===== src/rtl/tank_game_pkg.sv =====
// tank_game_pkg: shared shell FSM states and default playfield/ballistics constants.
package tank_game_pkg;
  typedef enum logic [1:0] {IDLE, FLIGHT, EXPLODE} shell_state_e;
  localparam int X_MAX_DEF          = 639;
  localparam int Y_MAX_DEF          = 479;
  localparam int GRAVITY_DIV_DEF    = 4;
  localparam int EXPLODE_FRAMES_DEF = 16;
  localparam int VY_LIM_DEF         = 15;
endpackage


===== src/rtl/shell_hit_test.sv =====
// shell_hit_test: combinational box overlap of a signed shell position against an enemy tank.
module shell_hit_test (
  input  logic signed [10:0] shell_x,
  input  logic signed [10:0] shell_y,
  input  logic        [9:0]  enemy_x,
  input  logic        [9:0]  enemy_y,
  input  logic        [9:0]  enemy_s,
  output logic               hit
);
  logic [11:0] dx, dy, ax, ay, lim;
  always_comb begin
    dx  = {shell_x[10], shell_x} - {2'b0, enemy_x};
    dy  = {shell_y[10], shell_y} - {2'b0, enemy_y};
    ax  = dx[11] ? 12'(-dx) : dx;
    ay  = dy[11] ? 12'(-dy) : dy;
    lim = {2'b0, enemy_s} + 12'd2;
    hit = (ax <= lim) && (ay <= lim);
  end
endmodule


===== src/rtl/projectile_ctrl.sv =====
// projectile_ctrl: one-shell-at-a-time ballistic projectile with gravity, bounds and hit detection.
module projectile_ctrl
  import tank_game_pkg::*;
#(
  parameter int X_MAX          = X_MAX_DEF,
  parameter int Y_MAX          = Y_MAX_DEF,
  parameter int GRAVITY_DIV    = GRAVITY_DIV_DEF,
  parameter int EXPLODE_FRAMES = EXPLODE_FRAMES_DEF,
  parameter int VY_LIM         = VY_LIM_DEF
) (
  input  logic       frame_clk,
  input  logic       Reset,
  input  logic       shoot,
  input  logic [9:0] TankX,
  input  logic [9:0] TankY,
  input  logic [9:0] TankS,
  input  logic [1:0] Direction,
  input  logic [9:0] y_component,
  input  logic [1:0] weapon,
  input  logic [9:0] EnemyX,
  input  logic [9:0] EnemyY,
  input  logic [9:0] EnemyS,
  output logic [9:0] ShellX,
  output logic [9:0] ShellY,
  output logic       ShellActive,
  output logic       Exploding,
  output logic       hit
);
  localparam logic signed [10:0] XLIM  = 11'(X_MAX);
  localparam logic signed [10:0] YLIM  = 11'(Y_MAX);
  localparam logic signed [10:0] VLIM  = 11'(VY_LIM);
  localparam logic        [7:0]  GLAST = 8'(GRAVITY_DIV - 1);
  localparam logic        [7:0]  ELAST = 8'(EXPLODE_FRAMES - 1);
  shell_state_e       state_q, state_d;
  logic signed [10:0] x_q, x_d, y_q, y_d, vx_q, vx_d, vy_q, vy_d;
  logic signed [10:0] nx, ny, tank_y, vx_mag, vy_neg, vy_launch;
  logic        [7:0]  grav_q, grav_d, exp_q, exp_d;
  logic               hit_q, hit_d, overlap, out_of_bounds;
  shell_hit_test u_hit (
    .shell_x(x_q),
    .shell_y(y_q),
    .enemy_x(EnemyX),
    .enemy_y(EnemyY),
    .enemy_s(EnemyS),
    .hit(overlap)
  );
  always_comb begin
    tank_y        = $signed({1'b0, TankY}) - $signed({1'b0, TankS}) - 11'sd1;
    vx_mag        = $signed({9'b0, weapon}) + 11'sd1;
    vy_neg        = -$signed({y_component[9], y_component});
    vy_launch     = vy_neg > VLIM ? VLIM : vy_neg < -VLIM ? -VLIM : vy_neg;
    nx            = x_q + vx_q;
    ny            = y_q + vy_q;
    out_of_bounds = nx < 0 || nx > XLIM || ny >= YLIM;
    state_d       = state_q;
    x_d           = x_q;
    y_d           = y_q;
    vx_d          = vx_q;
    vy_d          = vy_q;
    grav_d        = grav_q;
    exp_d         = exp_q;
    hit_d         = 1'b0;
    case (state_q)
      IDLE: if (shoot) begin
        state_d = FLIGHT;
        vx_d    = Direction == 2'd0 ? -vx_mag : Direction == 2'd1 ? vx_mag : '0;
        vy_d    = vy_launch;
        grav_d  = '0;
      end
      FLIGHT: if (overlap) begin
        state_d = EXPLODE;
        hit_d   = 1'b1;
        exp_d   = '0;
      end else if (out_of_bounds) begin
        state_d = IDLE;
      end else begin
        x_d    = nx;
        y_d    = ny;
        grav_d = grav_q == GLAST ? '0 : grav_q + 8'd1;
        vy_d   = grav_q == GLAST ? vy_q + 11'sd1 : vy_q;
      end
      EXPLODE: begin
        exp_d   = exp_q + 8'd1;
        state_d = exp_q == ELAST ? IDLE : EXPLODE;
      end
      default: state_d = IDLE;
    endcase
    // Idle shells sit on the tank muzzle, so launch and every idle frame reload it.
    if (state_q == IDLE || state_d == IDLE) begin
      x_d = $signed({1'b0, TankX});
      y_d = tank_y;
    end
  end
  always_ff @(posedge frame_clk or posedge Reset)
    if (Reset) begin
      state_q <= IDLE;
      x_q     <= '0;
      y_q     <= '0;
      vx_q    <= '0;
      vy_q    <= '0;
      grav_q  <= '0;
      exp_q   <= '0;
      hit_q   <= 1'b0;
    end else begin
      state_q <= state_d;
      x_q     <= x_d;
      y_q     <= y_d;
      vx_q    <= vx_d;
      vy_q    <= vy_d;
      grav_q  <= grav_d;
      exp_q   <= exp_d;
      hit_q   <= hit_d;
    end
  assign ShellX      = x_q[9:0];
  assign ShellY      = y_q[10] ? '0 : y_q[9:0];
  assign ShellActive = state_q != IDLE;
  assign Exploding   = state_q == EXPLODE;
  assign hit         = hit_q;
endmodule


===== config.mk =====
export PLATFORM = sky130hd
export DESIGN_NAME = projectile_ctrl
export DESIGN_NICKNAME = d
export VERILOG_FILES = /design/src/rtl/tank_game_pkg.sv /design/src/rtl/shell_hit_test.sv /design/src/rtl/projectile_ctrl.sv
export SDC_FILE = /design/constraint.sdc
export NUM_CORES = 1
export LEC_CHECK = 0
export ABC_AREA = 1
export BUFFER_PORTS_ARGS = -buffer_cell sky130_fd_sc_hd__buf_2
export CORE_MARGIN = 1.5
export CORE_UTILIZATION = 60
export CTS_BUF_LIST = sky130_fd_sc_hd__clkbuf_8
export CTS_CLUSTER_SIZE = 10
export DETAILED_ROUTE_END_ITERATION = 10
export HOLD_SLACK_MARGIN = 0.15
export PLACE_DENSITY = 0.85
export SYNTH_ARGS = -nofsm -noshare
export SYNTH_HDL_FRONTEND = slang
export SYNTH_SLANG_ARGS = --single-unit
export TNS_END_PERCENT = 5

===== constraint.sdc =====
create_clock -name frame_clk -period 11.5 [get_ports frame_clk]
set_input_delay 1.725 -clock frame_clk [delete_from_list [all_inputs] [get_ports frame_clk]]
set_output_delay 1.725 -clock frame_clk [all_outputs]
set_load 0.02 [all_outputs]

==> flow_summary.json <==
{
  "post_cts_buffers": 0,
  "synth_edf_count": 0,
  "max-vdd-ir-drop_mv": 0.111,
  "drtPass1Iterations": 5,
  "postSynthCellCount": 1132,
  "fin_util": 0.686,
  "synth_fa_ha_area_frac": 0.157,
  "core-area_um2": 11600,
  "path_common_cell": "nand2_1",
  "endpoint_kind": "flip-flop",
  "ctsResizeCount": 0,
  "synthMuxAreaShare": 0,
  "wl_per_cell_um": 12.1,
  "worst_pin_slew_ps": 828,
  "port_buffers": 99,
  "skew_ps": 7.63,
  "yosys.area_share.simple": 0.366,
  "grt_max_degree": 58,
  "maxCapViolCount": 0,
  "drtIter0Drc": 412,
  "period_minus_slack_ps": 5610,
  "nets": 1387,
  "max_slew_margin": 0.448,
  "gp_congestion": 0.891,
  "synth_warnings": 0,
  "synth_ff_type": "dfrtp_1",
  "syn-cell-area_um2": 7230,
  "rsz0062_at_grt": "false",
  "clock_path_buffers": 2,
  "syn_nets": 1297,
  "vias": 7229,
  "max_stage_delay_ps": 430,
  "critPathRequiredTime_ps": 11730,
  "h-tree-depth": 3,
  "overflow": 0,
  "cp_top_family": "simple AND/OR/NAND/NOR gates",
  "critPathSlowestCell": "nand2_2",
  "ys_ff_latch": 57,
  "finalPower_mw": 2.39,
  "synth_xor_area_frac": 0.0654,
  "first_global_vias": 6602,
  "period_share": 0.488,
  "clock_latency_ps": 350,
  "grt_usage": 0.271,
  "setup_viol": 0,
  "ant_nets": 0,
  "status": "finished, final reports clean",
  "final_common_cell": "nand2_1",
  "clkTransAtPathRegs_ps": 60,
  "nFillCells": 1028,
  "cts_buffers": 9,
  "drive_gt1_frac": 0.132,
  "cts_tree": "built",
  "synth_compound_area_frac": 0.0903,
  "clock_sinks": 57,
  "cp-start-kind": "primary input",
  "hold_viol_final": 0,
  "drt-total-wl_mm": 16.6,
  "crit_fanout": 23,
  "start_util": 0.625,
  "hold_buffers": 0,
  "criticalPathCategory": "in2reg",
  "power_leakage_nw": 4.62,
  "die_h_um": 113,
  "arrival_ps": 5840,
  "hold_ws_ps": 512,
  "fmax_mhz": 178,
  "die_x_um": 113,
  "grt_first_pass_wirelength_mm": 28.5,
  "fin_tns_setup_ps": 0,
  "path_buf_inv": 5,
  "syn2layout_area_growth_pct": 9.72,
  "ys_async_sr_fraction": 1.00,
  "die_area_um2": 12700,
  "diodes": 0,
  "syn_avg_cell_area_um2": 6.39,
  "synth_top_family_by_area": "simple AND/OR/NAND/NOR gates",
  "num_rows": 39,
  "powerDensity_nw_per_um2": 302,
  "slew_viol_final": 0,
  "hold_path_class": "reg2reg",
  "synth_cell_types": 47,
  "vias_per_cell": 5.28,
  "drcViolationCount": 0,
  "cts_root_buf": "clkbuf_8",
  "io_pins": 100,
  "ys_seq_area_frac": 0.197,
  "hpwlAfterDp_mm": 13.9,
  "antenna_found_initial": 0,
  "mostFrequentLayoutCells": "340 x nand2_1, 189 x inv_1, 99 x buf_2, 97 x nand3_1, 83 x ha_1"
}
## cells in the mapped netlist, types with 2 or more instances
library cell	instances	area, um2
o21ai_1	7	35.0
buf_2	2	10.0
dfrtp_1	57	1430
o22ai_1	2	12.5
a21oi_2	2	17.5
a21oi_1	47	235
nand3_2	5	50.1
o21bai_1	4	30.0
inv_1	190	713
buf_4	12	90.1
a31oi_1	4	25.0
nand4_1	18	113
fa_1	5	100
nor2_4	2	22.5
o21ai_0	35	175
nor4_1	3	18.8
buf_6	3	33.8
nor2_1	80	300
a21o_1	5	37.5
o21ai_2	4	35.0
nand2_2	11	68.8
nor2_2	5	31.3
clkbuf_1	3	11.3
xnor2_1	9	78.8
ha_1	83	1040
nand3_1	97	485
nand3b_1	12	90.1
or2_2	7	43.8
nor3_1	12	60.1
xor2_1	45	394
nand2_4	2	22.5
inv_2	4	15.0
nand2_1	340	1280
or2_1	2	12.5
## cells by family after synthesis
kind of cell             after synthesis
AO/OA/AOI/OAI                        116
XOR/XNOR                              54
adder cells (fa/ha/maj)               88
buffers and inverters                216
flip-flops                            57
AND/OR/NAND/NOR                      601
## through the flow
stage	std cells	setup WS [ps]	area, um2
2_1_floorplan	1132	6540	7230
3_3_place_gp	1354	5810	7750
3_5_place_dp	1354	5580	7750
4_1_cts	1370	5930	7940
5_1_grt	1370	5480	7940
6_report	1370	5890	7940
## area by class of cell
cell class / count / area (um2) / area share
Sequential cell: 57 / 1430 / 0.180
Tap cell: 143 / 179 / 0.0225
Timing Repair Buffer: 100 / 503 / 0.0634
Clock buffer: 11 / 151 / 0.0191
Clock inverter: 5 / 30.0 / 0.00378
Inverter: 195 / 734 / 0.0926
Multi-Input combinational cell: 859 / 4910 / 0.619
## layer usage
layer | global-route usage | wire [um]
met1 | 0.356 | 7760
met2 | 0.463 | 7670
met3 | 0.0305 | 762
met4 | 0.0962 | 370
met5 | 0 | 0
## state kept, by name (all words and copies together) (netlist names)
| signal | cells |
|---|---|
| exp_q | 8 |
| grav_q | 8 |
| hit | 1 |
| state_q | 2 |
| vx_q | 5 |
| vy_q | 11 |
| x_q | 11 |
| y_q | 11 |
## where the power goes
part	total, mW	internal [mW]	switching (mW)	leakage [nW]
Combinational	1.83	0.675	1.15	3.81
Clock	0.170	0.0884	0.0812	0.0911
Sequential	0.399	0.282	0.117	0.722
## path summary, 6_finish.rpt
path	startpoint	slack, ps	cells past startpoint	end
min reg2reg	exp_q[0]	510	1	exp_q[0]
min	exp_q[0]	510	1	exp_q[0]
max	EnemyX[0]	5890	29	x_q[9]
max in group asynchronous	Reset	9450	3	vy_q[5]
min in group asynchronous	Reset	1550	3	vx_q[2]
max reg2reg	x_q[0]	6850	29	x_q[9]
Power figures use the tool's default switching activity.
